**src/rtl/encoder8to3_pend.sv**
```systemverilog
// -----------------------------------------------------------------------------
// encoder8to3_pend
//
// Pending-request priority encoder with a present/acknowledge handshake.
// Requests on A (qualified by EN) are merged into a sticky pending register.
// When idle, the highest-priority pending bit is encoded onto Y and presented
// with V=1. The code holds until the consumer asserts ACK, which clears that
// pending bit and returns the block to idle. ACK while nothing is presented
// raises a sticky error flag.
//
// Parameters
//   HIGH_FIRST : 1 = bit 7 has highest priority, 0 = bit 0 has highest priority
//
// Ports
//   clk   in   1  clock, rising-edge active
//   rst_n in   1  synchronous active-low reset
//   A     in   8  request lines, bit k requests code k
//   EN    in   1  request capture enable
//   ACK   in   1  consumer accepts the presented code
//   Y     out  3  granted code (registered)
//   V     out  1  Y valid (registered, equals the PRESENT state bit)
//   PEND  out  8  pending-request register
//   ERR   out  1  sticky protocol-error flag (ACK while V=0)
// -----------------------------------------------------------------------------
module encoder8to3_pend #(
    parameter bit HIGH_FIRST = 1'b1
) (
    input  logic       clk,
    input  logic       rst_n,
    input  logic [7:0] A,
    input  logic       EN,
    input  logic       ACK,
    output logic [2:0] Y,
    output logic       V,
    output logic [7:0] PEND,
    output logic       ERR
);

    // Single-bit encoding so V is the state flop itself.
    typedef enum logic {
        IDLE    = 1'b0,
        PRESENT = 1'b1
    } state_t;

    state_t     state, state_next;
    logic [2:0] y_next;
    logic [7:0] pend_next;
    logic [7:0] clr;
    logic       err_next;

    // Index of the highest-priority set bit. Scanning from the lowest-priority
    // end and overwriting on each hit leaves the highest-priority index.
    function automatic logic [2:0] prio(input logic [7:0] req);
        logic [2:0] idx;
        idx = 3'd0;
        for (int i = 0; i < 8; i++) begin
            if (HIGH_FIRST) begin
                if (req[i]) idx = 3'(i);
            end else begin
                if (req[7 - i]) idx = 3'(7 - i);
            end
        end
        return idx;
    endfunction

    always_comb begin
        // NOTE: every variable gets a default first so no path can infer a latch.
        state_next = state;
        y_next     = Y;
        err_next   = ERR;
        clr        = 8'h00;

        unique case (state)
            IDLE: begin
                // Nothing is presented, so an ACK here is a protocol error and
                // must not touch state or PEND.
                if (ACK) err_next = 1'b1;
                // Selection looks at the registered PEND, never at A directly.
                if (PEND != 8'h00) begin
                    y_next     = prio(PEND);
                    state_next = PRESENT;
                end
            end
            PRESENT: begin
                // Y is frozen here: new requests only accumulate in PEND.
                if (ACK) begin
                    clr        = 8'h01 << Y;
                    state_next = IDLE;
                end
            end
            default: state_next = IDLE;
        endcase

        // Set is applied after clear, so a same-cycle set of the acknowledged
        // bit keeps it pending.
        pend_next = (PEND & ~clr) | (A & {8{EN}});
    end

    always_ff @(posedge clk) begin
        // NOTE: sequential state uses non-blocking assignments so every flop
        // samples the pre-edge values regardless of statement order.
        if (!rst_n) begin
            state <= IDLE;
            Y     <= 3'd0;
            PEND  <= 8'h00;
            ERR   <= 1'b0;
        end else begin
            state <= state_next;
            Y     <= y_next;
            PEND  <= pend_next;
            ERR   <= err_next;
        end
    end

    assign V = (state == PRESENT);

endmodule

```
**config.mk**
```make
export PLATFORM = sky130hd
export DESIGN_NAME = encoder8to3_pend
export DESIGN_NICKNAME = d
export VERILOG_FILES = /design/src/rtl/encoder8to3_pend.sv
export SDC_FILE = /design/constraint.sdc
export NUM_CORES = 1
export LEC_CHECK = 0
export ABC_CLOCK_PERIOD_IN_PS = 2500
export CAP_MARGIN = 40
export CORE_MARGIN = 5
export CORE_UTILIZATION = 40
export CTS_BUF_LIST = sky130_fd_sc_hd__clkbuf_4
export DETAILED_ROUTE_END_ITERATION = 6
export PLACE_DENSITY = 0.75
export SLEW_MARGIN = 40
export SYNTH_ARGS = -nofsm -noshare
export SYNTH_HDL_FRONTEND = slang
export SYNTH_SLANG_ARGS = --single-unit
export TNS_END_PERCENT = 5
```
**constraint.sdc**
```tcl
create_clock -name clk -period 2.5 [get_ports clk]
set_clock_uncertainty 0.15 [all_clocks]
set_input_delay 0.375 -clock clk [delete_from_list [all_inputs] [get_ports clk]]
set_output_delay 0.375 -clock clk [all_outputs]
set_load 0.02 [all_outputs]
```
==> results.md, run 1 <==
- CTS Buf Count: 3
- Pwr dens: 596 nW/µm²
- Die W: 49.0 µm
- Worst path arrival time: 1.40 ns
- Yosys reg bits: 13
- VDD IR max: 0.302 mV
- Status: complete, no violations
- Clock Sinks: 13
- Post_cts resized: 0
- CTS tree: done
- Buf/Inv on CP: 1
- Placed inst area: 862 µm²
- Fmax: 519 MHz
- CP delay by family, top: buffers and inverters
- H-Tree Depth: 1
- Initial antenna violation count: 0
- Period utilization: 77.1%
- Worst skew pair latency: 0.27 ns
- Slowest-stage cell, CP: clkdlybuf4s50_1
- Drt via density: 5.31
- Core Box Area: 1470 µm²
- Syn-to-layout area delta: 46.4%
- RR Startpoint: PEND[4]
- Hold Buf Count CTS: 0
- Row count: 14
- Max Buffers Root-to-Sink: 2
- Synth Cell Area: 609 µm²
- Cell count of the worst reg-to-reg path: 4
- Final instance area: 892 µm²
- Ranking of synthesized cells by area: dfxtp_1, o21ai_0, nand2_1, nor4_4, a21boi_0
- HPWL Detailed: 1070 µm
- Total setup buffers inserted after CTS: 0
- Share of the synthesized area in the top cell type: 42.7%
- Max-cap violations: 0
- Finish-stage setup viols: 0
- RePlAce Congestion: 0.765
- Synth cell types: 24
- Hold path start: ERR
- Max Transition Viols Final: 0
- Post-route antenna net violation count: 0
- Routed via count: 579
- Slew margin rel.: 71.8%
- Drt pass-1 iters: 4
- Clock slew at reported path FFs: 0.08 ns
- IO buf count: 24
- DRC: 0
- Unrepaired setup endpoints after global routing: false
- Crit path capture type: primary output
- Final Net Count: 106
- CP required: 1.98 ns
- Crit-path max cell delay: 0.66 ns
- Initial Util: 41.4%
- Tot Pwr: 532 µW
- Worst Hold Class: flip-flop to flip-flop
- Critical path launch point type: flip-flop
- Grt total ovfl: 0
- Layout Utilization: 60.6%
- Avg WL per Cell: 12.4 µm
- Root Driver: clkbuf_4
- Hold violation total from the final report: 0
- Syn_nets: 79
- Share of layout cells above drive strength 1: 9.68%
- Worst Path Max Fanout: 7
- Total GRT Usage: 12.7%
- CP Class: flip-flop to primary output
- Leakage: 0.326 nW
- Hold path cells: 1
- Post-synthesis sequential area ratio: 42.7%
- Vias in the first global route: 549
- Ant diodes: 0
- Syn Inst Count: 67
- Routed wire length: 1350 µm
- Die area: 2400 µm²
- Worst reg2reg path endpoint: Y[1]
- Mean Syn Cell Area: 9.09 µm²
- Die Span Y: 49.0 µm
- Syn. warnings: 0
- Initial DRC Count: 12
- Largest net degree at the start of global routing: 15
- Ports: 25
- # fillers: 142
- Final Critical Period: 1.93 ns
- R2r setup slk: 1.17 ns
- First-pass GRT wire length: 2430 µm
- Worst-margin pin slew: 0.422 ns
- Hold Path Sink: ERR
- Final setup TNS: 0 ns
- Cell Chain, Critical Path: clkdlybuf4s50_1
- Area leader, netlist: dfxtp_1
per-stage QoR:
| stage | setup WS [ns] | hold WS, ns | cells |
|---|---|---|---|
| CTS | 0.555 | 0.336 | 109 |
| floorplan | 1.12 | 0.366 | 67 |
| finish | 0.572 | 0.329 | 109 |
| global placement | 0.795 | 0.297 | 105 |
| detailed placement | 0.771 | 0.309 | 105 |
| global route | 0.496 | 0.352 | 109 |
report_power, final:
group / switching (mW) / internal (mW) / leakage, nW
registers: 0.0304 / 0.226 / 0.108
logic: 0.0625 / 0.0769 / 0.200
clock network: 0.0635 / 0.0726 / 0.0184
cell usage in the layout (no fill, tap or decap):
master and instances:
clkdlybuf4s50_1 24, a21boi_0 4, a21boi_1 4, nor3_1 1, o31ai_4 1, nor2_1 2
o21ai_0 9, o311ai_0 1, o311a_1 1, nand3_1 1, a21oi_1 2, a21oi_2 1
o21ai_1 1, clkbuf_4 4, and2b_1 1, nand2b_1 2, o21a_1 1, nor4_4 2
nand2_1 12, dfxtp_1 13, or2_4 1, o211a_1 1, and2_1 1, inv_1 2
o31ai_1 1
synthesized netlist by cell type (all sizes together):
cell    count
inv         2
nor3        1
o21a        1
nor4        2
o311ai      1
clkbuf      2
nor2        2
or2         1
o211a       1
a21oi       3
o311a       1
a21boi      8
nand2b      2
o31ai       2
nand3       1
o21ai      10
nand2      12
and2        1
dfxtp      13
and2b       1
layer usage:
layer	wire (µm)	part of all wire, %	global-route usage [%]	vias up
li1	-	-	-	295
met3	123	9.1	2.45	0
met4	0	0	9.42	0
met2	677	50	21.3	25
met5	0	0	0	-
met1	546	41	13.8	259
final cells by class:
type                    count  area (µm²)  share of cell area (%)
multi-input cells          50         334                    37.4
clock buffers               4        30.0                    3.37
inverters                   2        7.51                   0.842
flip-flops and latches     13         260                    29.2
well taps                  16        20.0                    2.24
repair buffers             24         240                    26.9
sequential cells by signal, indices dropped and copies added, names as in the netlist:
register  cells
PEND          8
Y             3
ERR           1
V             1
cells by family after synthesis:
logic type             Yosys count  synth area share, %
AOI/OAI and AO/OA               27                 31.8
DFF                             13                 42.7
and+or+nand+nor                 23                 23.0
buffers and inverters            4                 2.46
how the worst max path moves through the flow:
stage | from | endpoint | slack (ns) | cells after the start
after floorplan | V | PEND[0] | 1.12 | 4
after CTS | Y[1] | Y[1] | 0.55 | 1
after global routing | Y[1] | Y[1] | 0.50 | 1
final | Y[1] | Y[1] | 0.57 | 1
after detailed placement | ACK | PEND[0] | 0.77 | 5
after global placement | ACK | PEND[2] | 0.80 | 5
No activity file was read; power rests on OpenSTA's default activity.
==> inputs of run 2 (changes only) <==
--- a/config.mk
+++ b/config.mk
@@ -5,13 +5,13 @@
 export SDC_FILE = /design/constraint.sdc
 export NUM_CORES = 1
 export LEC_CHECK = 0
-export ABC_CLOCK_PERIOD_IN_PS = 2500
+export ABC_CLOCK_PERIOD_IN_PS = 1600
 export CAP_MARGIN = 40
 export CORE_MARGIN = 5
-export CORE_UTILIZATION = 40
+export CORE_UTILIZATION = 39
 export CTS_BUF_LIST = sky130_fd_sc_hd__clkbuf_4
 export DETAILED_ROUTE_END_ITERATION = 6
-export PLACE_DENSITY = 0.75
+export PLACE_DENSITY = 0.77
 export SLEW_MARGIN = 40
 export SYNTH_ARGS = -nofsm -noshare
 export SYNTH_HDL_FRONTEND = slang
==> constraint.sdc (replaced) <==
create_clock -name clk -period 1.6 [get_ports clk]
set_clock_uncertainty 0.15 [all_clocks]
set_input_delay 0.24 -clock clk [delete_from_list [all_inputs] [get_ports clk]]
set_output_delay 0.24 -clock clk [all_outputs]
set_load 0.02 [all_outputs]
==> results.md, run 2 (synthesis gave the netlist of run 1 again) <==
- Status: complete, no violations (unchanged)
- Cell Chain, Critical Path: dlygate4sd2_1 (was clkdlybuf4s50_1)
- RR Startpoint: PEND[4] (unchanged)
- Clock Sinks: 13 (unchanged)
- Grt total ovfl: 0 (unchanged)
- Core Box Area: 1490 µm² (was 1470 µm²)
- # fillers: 129 (was 142)
- Worst-margin pin slew: 0.295 ns (was 0.422 ns)
- Drt pass-1 iters: 4 (unchanged)
- Crit path capture type: primary output (unchanged)
- Total GRT Usage: 13.6% (was 12.7%)
- Most frequent cells in the layout: dfxtp_1, dlygate4sd2_1, nand2_1 (was clkdlybuf4s50_1, dfxtp_1, nand2_1)
- Row count: 14 (unchanged)
- Initial DRC Count: 3 (was 12)
- Worst Hold Class: flip-flop to flip-flop (unchanged)
- VDD IR max: 0.669 mV (was 0.302 mV)
- Placed inst area: 930 µm² (was 862 µm²)
- Finish-stage setup viols: 0 (unchanged)
- Avg WL per Cell: 12.4 µm (about the same)
- Ant diodes: 0 (unchanged)
- Max Transition Viols Final: 0 (unchanged)
- Largest net degree at the start of global routing: 9 (was 15)
- Hold path cells: 1 (unchanged)
- Tot Pwr: 851 µW (was 532 µW)
- Routed via count: 603 (was 579)
- CTS tree: done (unchanged)
- Worst reg2reg path endpoint: Y[0] (was Y[1])
- Ports: 25 (unchanged)
- Max Buffers Root-to-Sink: 2 (unchanged)
- Share of layout cells above drive strength 1: 17.6% (was 9.68%)
- DRC: 0 (unchanged)
- Final instance area: 943 µm² (was 892 µm²)
- Buf/Inv on CP: 1 (unchanged)
- CP Class: flip-flop to primary output (unchanged)
- Clock slew at reported path FFs: 0.08 ns (about the same)
- Worst skew pair latency: 0.28 ns (was 0.27 ns)
- Period utilization: 93.2%
- Root Driver: clkbuf_4 (unchanged)
- Top reg by flops: PEND (unchanged)
- Drt via density: 5.11 (was 5.31)
- Post-route antenna net violation count: 0 (unchanged)
- RePlAce Congestion: 0.830 (was 0.765)
- Cell count of the worst reg-to-reg path: 4 (unchanged)
- Pwr dens: 902 nW/µm² (was 596 nW/µm²)
- Crit-path max cell delay: 0.46 ns (was 0.66 ns)
- Slowest-stage cell, CP: dfxtp_1 (was clkdlybuf4s50_1)
- Final setup TNS: 0 ns (unchanged)
- H-Tree Depth: 1 (unchanged)
- Hold path start: ERR (unchanged)
- Vias in the first global route: 614 (was 549)
- Worst Path Max Fanout: 5 (was 7)
- Die Span Y: 49.5 µm (was 49.0 µm)
- R2r setup slk: 0.23 ns (was 1.17 ns)
- Initial antenna violation count: 0 (unchanged)
- Largest register FFs: 8 (unchanged)
- Die area: 2450 µm² (was 2400 µm²)
- HPWL Detailed: 1160 µm (was 1070 µm)
- CP delay by family, top: flip-flops (was buffers and inverters)
- Die W: 49.5 µm (was 49.0 µm)
- Max-cap violations: 0 (unchanged)
- Worst path arrival time: 1.10 ns (was 1.40 ns)
- Critical path launch point type: flip-flop (unchanged)
- Hold Buf Count CTS: 0 (unchanged)
- First-pass GRT wire length: 2660 µm (was 2430 µm)
- Routed wire length: 1470 µm (was 1350 µm)
- Slew margin rel.: 80.1% (was 71.8%)
- CP required: 1.21 ns (was 1.98 ns)
- Final Net Count: 115 (was 106)
- Fmax: 671 MHz
- Hold Path Sink: ERR (unchanged)
- Largest regs: PEND: 8 flops, Y: 3 flops (unchanged)
- IO buf count: 24 (unchanged)
- Unrepaired setup endpoints after global routing: false (unchanged)
- Final Critical Period: 1.49 ns
- Leakage: 0.416 nW (was 0.326 nW)
- Hold Slack: 0.320 ns (was 0.329 ns)
- Syn-to-layout area delta: 54.8% (was 46.4%)
- Initial Util: 40.9% (was 41.4%)
- Hold violation total from the final report: 0 (unchanged)
- CTS Buf Count: 3 (unchanged)
## run 2: layer usage
| layer | GRT usage, % | part of all wire, % | wire, µm |
|---|---|---|---|
| met1 | 16.1 | 45 | 658 |
| met2 | 22.0 | 48 | 704 |
| met3 | 2.11 | 5.1 | 75 |
| met4 | 9.17 | 2.0 | 29 |
| met5 | 0 | 0 | 0 |
## run 2: stage by stage
stage               util [%]  cells  setup slack, ns
finish                  63.4    118            0.109
global route            63.4    118           0.0566
detailed placement      62.4    114          0.00394
global placement        62.4    114           0.0382
floorplan                  -     67            0.223
CTS                     63.4    118            0.101
## run 2: final cells by class
type	instances	area, µm²	area share (%)
multi-input combinational	50	334	35.4
timing repair buffer	33	292	30.9
clock buffer	4	30.0	3.18
tap	16	20.0	2.12
inverter	2	7.51	0.796
sequential	13	260	27.6
## run 2: how the worst max path moves through the flow
stage	depth (start not counted)	start	endpoint
floorplan	4	V	PEND[0]
global placement	5	ACK	PEND[0]
detailed placement	5	ACK	PEND[1]
CTS	1	PEND[4]	PEND[4]
global route	1	PEND[4]	PEND[4]
finish	1	PEND[4]	PEND[4]
## run 2: worst register-to-register path, stage by stage, from the launching register on
cell and delay [ns]:
dfxtp_1 0.38, nor4_4 0.35, a21oi_2 0.12, o21ai_0 0.21, nor2_1 0.06
## run 2: repair_timing
action	4_1_cts	5_1_grt
buffers inserted	0	0
hold endpoints to repair	0	0
gates resized for setup	13	0
endpoints found under the setup margin	13	0
## run 2: power breakdown
| group | internal [mW] | leakage (nW) | switching, mW |
|---|---|---|---|
| Combinational | 0.124 | 0.289 | 0.128 |
| Sequential | 0.353 | 0.108 | 0.0227 |
| Clock | 0.114 | 0.0184 | 0.109 |
| Total | 0.591 | 0.416 | 0.260 |
